### src/rtl/fibonacci_pkg.sv
// Shared Fibonacci definitions for the generator and checker sides:
// checker state encoding and sequence seeds.
package fibonacci_pkg;

    typedef enum logic [1:0] {
        EXP0 = 2'd0,
        EXP1 = 2'd1,
        RUN  = 2'd2,
        FAIL = 2'd3
    } fib_chk_state_t;

    localparam int unsigned FIB_SEED0 = 0;
    localparam int unsigned FIB_SEED1 = 1;

endpackage

### src/rtl/fibonacci_checker_expect.sv
// Expected-term window: holds the two newest matched terms (a older, b newer).
// The next expected term in steady state is their wrapped sum.
module fib_expect
    import fibonacci_pkg::*;
#(
    parameter int DATA_WIDTH = 32
) (
    input  logic                  clk,
    input  logic                  rst,
    input  logic                  i_clear,
    input  logic                  i_seed,
    input  logic                  i_advance,
    output logic [DATA_WIDTH-1:0] o_sum
);
    logic [DATA_WIDTH-1:0] r_a;
    logic [DATA_WIDTH-1:0] r_b;

    // Carry out of the top bit is dropped on purpose: the series is mod 2^DATA_WIDTH.
    assign o_sum = r_a + r_b;

    always_ff @(posedge clk or negedge rst) begin
        if (!rst) begin
            r_a <= '0;
            r_b <= '0;
        end else if (i_clear) begin
            r_a <= '0;
            r_b <= '0;
        end else if (i_seed) begin
            r_a <= DATA_WIDTH'(FIB_SEED0);
            r_b <= DATA_WIDTH'(FIB_SEED1);
        end else if (i_advance) begin
            r_a <= r_b;
            r_b <= o_sum;
        end
    end
endmodule

### config.mk
export PLATFORM = sky130hd
export DESIGN_NAME = fib_expect
export DESIGN_NICKNAME = d
export VERILOG_FILES = /design/src/rtl/fibonacci_pkg.sv /design/src/rtl/fibonacci_checker_expect.sv
export SDC_FILE = /design/constraint.sdc
export NUM_CORES = 1
export LEC_CHECK = 0
export ABC_CLOCK_PERIOD_IN_PS = 3600
export BUFFER_PORTS_ARGS = -buffer_cell sky130_fd_sc_hd__clkbuf_2
export CAP_MARGIN = 25
export CORE_ASPECT_RATIO = 0.8
export CORE_MARGIN = 4
export CORE_UTILIZATION = 60
export DETAILED_ROUTE_END_ITERATION = 10
export GPL_ROUTABILITY_DRIVEN = 0
export GPL_TIMING_DRIVEN = 0
export PLACE_DENSITY = 0.8
export SETUP_SLACK_MARGIN = 0.02
export SLEW_MARGIN = 20
export SYNTH_ARGS = -nofsm -noshare
export SYNTH_HDL_FRONTEND = slang
export SYNTH_SLANG_ARGS = --single-unit
### constraint.sdc
create_clock -name clk -period 3.6 [get_ports clk]
set_clock_uncertainty 0.15 [all_clocks]
set_input_delay 0.72 -clock clk [delete_from_list [all_inputs] [get_ports clk]]
set_output_delay 0.72 -clock clk [all_outputs]
set_load 0.03 [all_outputs]
# Word-level counts from Yosys, hierarchy flattened
# Index checks and enable logic that the tools add are counted.
classes:
  muxes: 6
  n_addsub: 1
  n_reduce_logical: 1
ops:
  columns: ["operator", "n"]
  rows:
  - ["$mux W32", 6]
  - ["$add A32 B32 Y32", 1]
  - ["$reduce_bool A3 Y1", 1]
totals:
  register_bits: 64
  elab_cells: 10
  output_inout_bits: 32
  inputBits: 5

# Longest topological paths before layout
logic_depth:
  depth_word: 4
  mapped_depth: 10
  ltp_nobuf: 10

# Worst setup path after synthesis
# No wires, ideal clock.
synth_timing:
  kind: "register to output"
  from: "reg r_a[0]"
  to: "out o_sum[26]"
  setup_slack_ns: 0.127
  path_stages_with_launch: 10
  n_path_buf: 0
  required_ns: 2.730
  arrival_time_ns: 2.603
  cell_sequence: "dfrtp_1 ha_1 fa_1 a21o_1 a221oi_2 nor3_1 o21ai_2 o221a_2 o21ai_1 xor2_1"
synth_between:
  elab_chain_cells: 1
synth_rtl:
  columns: ["element", "line", "source"]
  rows:
  - ["from (decl)", "fibonacci_checker_expect.sv:15", "logic [DATA_WIDTH-1:0] r_a;"]
  - ["from (signal assigned)", "fibonacci_checker_expect.sv:29", "r_a <= DATA_WIDTH'(FIB_SEED0);"]
  - ["from (signal assigned)", "fibonacci_checker_expect.sv:32", "r_a <= r_b;"]
  - ["$add A32 B32 Y32", "fibonacci_checker_expect.sv:19", "assign o_sum = r_a + r_b;"]
  - ["to (decl)", "fibonacci_checker_expect.sv:13", "output logic [DATA_WIDTH-1:0] o_sum"]
# Every way passes these cells.

# Worst setup path in the final report
# Same ends and word-level chain as after synthesis.

==> results.json <==
{
  "status": "finished with violations",
  "violations": "setup timing",
  "layout_min_cycle_time_ns": 3.85,
  "start_util_pct": 62.1,
  "hold_path.class": "primary input to asynchronous set/reset pin",
  "maxCapViolCount": 0,
  "syn_inst": 453,
  "combPwrFrac_pct": 7.0,
  "cts_sinks": 64,
  "chipHeight_um": 83.7,
  "first_pass_iters": 6,
  "syn_area_per_cell_um2": 9.49,
  "power_density_nw_per_um2": 255,
  "via_per_inst": 6.52,
  "ys_ff_latch": 64,
  "ys_async_sr_fraction_pct": 100,
  "p_clk_share_pct": 43.3,
  "wire_per_inst_um": 20.7,
  "synth_flop_cell": "dfrtp_1",
  "antenna_found_initial": 0,
  "io_pins": 37,
  "routed_wl_um": 13100,
  "internal_power_mw": 1.10,
  "nFillCells": 361,
  "synth_seq_area_share_pct": 37.3,
  "cts_tree": "built",
  "ys_types": 59,
  "port_buffers": 35,
  "crit_slowest_cell": "dfrtp_1",
  "total_power_mw": 1.45,
  "n_antenna_cell": 0,
  "reg2reg_from": "r_a[18]",
  "slowest_delay_ns": 0.40,
  "final-seq-area_um2": 1600,
  "layout_setup_ws_ns": -0.248,
  "path_delay_family": "compound AO/OA/AOI/OAI gates",
  "yosysTopAreaCell": "dfrtp_1",
  "cts_root_buf": "clkbuf_8",
  "leakagePower_nw": 2.76,
  "rsz0062_at_grt": "yes",
  "htreeDepth": 3,
  "vias": 4114,
  "worstRegToRegCells": 11,
  "worstSetupPathType": "register to output port",
  "grt_max_degree": 36,
  "hold_viol": 0,
  "coreArea_um2": 6930,
  "cp.required_ns": 2.73,
  "fmax_mhz": 260,
  "crit_buf_inv": 2,
  "swShare_pct": 24.0,
  "end_kind": "output port",
  "synth_area_leaders": "dfrtp_1, mux2i_1, ha_1",
  "netlist_area_um2": 4300,
  "worstPathMaxFanout": 4,
  "hold_buffers": 0,
  "dieArea_um2": 8590,
  "dp_hpwl_um": 7310,
  "grt_pass1_wl_um": 18400,
  "synth_common_cells": "nor2_1, dfrtp_1, mux2i_1, a21oi_1, ha_1",
  "cts_buffer_depth": 2,
  "grt_pass1_vias": 3819,
  "fin_crit_sh_pct": 107,
  "path_cells": "ha_2 > fa_2 > a21o_1 > a221oi_4 > nor3_4 > o21ai_2 > buf_6 > o221a_4 > o21ai_2 > xor2_1 > buf_4",
  "synth_most_common_cell": "nor2_1",
  "maxSlewHeadroom_pct": 41.5,
  "ys_warn_count": 0,
  "p_sw_uw": 348,
  "overflow": 0,
  "layout.nets": 578,
  "worstMarginPinSlew_ns": 0.878,
  "drcViolationCount": 0,
  "worst-endpoint-arrival_ns": 2.98,
  "start_kind": "register",
  "r2r_end": "r_b[31]",
  "drive_above_1_share_pct": 30.9,
  "grt_use_total_pct": 26.9,
  "timing.hold.ws_ns": 0.169,
  "multi_input_area_um2": 3080,
  "drv_slew": 0,
  "seqPwrFrac_pct": 49.8,
  "synth_top_area_share_pct": 37.3,
  "setup_viol": 12,
  "cts.clk_slew.worst_paths_ns": 0.08,
  "syn_nets": 490,
  "die_x_um": 103,
  "synth_edf_count": 0,
  "cts_buffers": 9,
  "drt_iter0_drc": 345,
  "ant_nets": 0,
  "clk_latency_ns": 0.36,
  "area_delta_synth_final_pct": 32.7,
  "crit_path_frequent_cell": "o21ai_2",
  "ir_worst_vdd_mv": 0.366,
  "final_util_pct": 82.4,
  "fp-row-count": 27,
  "rrSetupSlack_ns": 0.48
}
-- power groups by stage --
stage	Combinational (mW)	Clock [mW]	Sequential, mW
2_1_floorplan	0.0542	0	0.736
3_5_place_dp	0.0907	0	0.736
4_1_cts	0.0943	0.635	0.723
5_1_grt	0.109	0.667	0.722
3_3_place_gp	0.0857	0	0.736
6_report	0.101	0.629	0.723
-- worst max-delay path by stage --
| stage | start | to | slack, ns | cells past startpoint |
|---|---|---|---|---|
| after floorplan | r_a[0] | o_sum[26] | 0.13 | 9 |
| after global placement | r_b[0] | o_sum[18] | -0.12 | 10 |
| after detailed placement | r_b[0] | o_sum[18] | -0.15 | 10 |
| after CTS | r_a[0] | o_sum[18] | -0.18 | 11 |
| after global routing | r_a[0] | o_sum[26] | -0.33 | 11 |
| final | r_a[0] | o_sum[26] | -0.25 | 11 |
-- logic make-up (layout without fill, tap and decap cells) --
| group | count (synthesis) | after routing | synth area share, % |
|---|---|---|---|
| buffers and inverters | 25 | 116 | 3.00 |
| flip-flops | 64 | 64 | 37.3 |
| multiplexers | 54 | 54 | 12.6 |
| adder cells (fa/ha/maj) | 32 | 32 | 9.49 |
| AND/OR/NAND/NOR | 140 | 140 | 14.1 |
| XOR/XNOR | 31 | 31 | 6.32 |
| AO/OA/AOI/OAI | 107 | 107 | 17.2 |
-- metal layers --
layer	global-route usage [%]	wire (µm)	share of wire, %
met3	6.85	1060	8.1
met1	36.6	5270	40
met4	9.06	448	3.4
met5	0	0	0
met2	41.3	6310	48
-- placed cells by master, fill, tap and decap left out, types with 3 or more instances in the layout --
cell,n
a21o_1,9
nor2_1,74
ha_2,5
o21ai_2,3
nor3_1,5
or2_2,3
nor2b_1,3
mux2i_1,54
dfrtp_1,64
clkbuf_8,13
xor2_2,3
nand4_1,5
clkbuf_1,9
nand2_2,3
a22o_1,3
buf_1,4
a211oi_1,3
buf_6,9
inv_1,6
a21oi_2,8
ha_4,11
buf_4,47
clkbuf_2,15
xnor2_2,5
ha_1,15
a31oi_4,3
o21ai_0,13
xor2_1,10
a211oi_2,3
a21oi_1,27
clkbuf_4,5
xnor2_1,13
nand2_1,25
nand2b_1,3
o21a_1,3
-- registers in the layout, summed over array words and instances (netlist names) --
register and cells:
r_a 32, r_b 32
-- final cells by class --
class,count,share of cell area [%]
clock inverter,3,0.746
sequential,64,28.1
buffer,17,1.75
inverter,7,0.461
timing repair buffer,78,10.5
clock buffer,11,2.65
tap,87,1.91
multi-input combinational,364,53.9
-- what timing repair did --
item | 4_1_cts | 5_1_grt
setup endpoints to repair | 19 | 21
pin swaps | 26 | 32
buffers inserted | 24 | 18
gates resized for setup | 55 | 78
-- per-stage QoR --
step / area, µm² / worst slack, ns / cells / TNS (ns)
finish: 5700 / -0.248 / 631 / -1.87
global route: 5700 / -0.327 / 631 / -3.06
CTS: 5250 / -0.175 / 613 / -0.831
detailed placement: 4600 / -0.152 / 576 / -0.517
global placement: 4580 / -0.123 / 575 / -0.295
floorplan: 4300 / 0.127 / 453 / 0
Power figures use the tool's default switching activity.
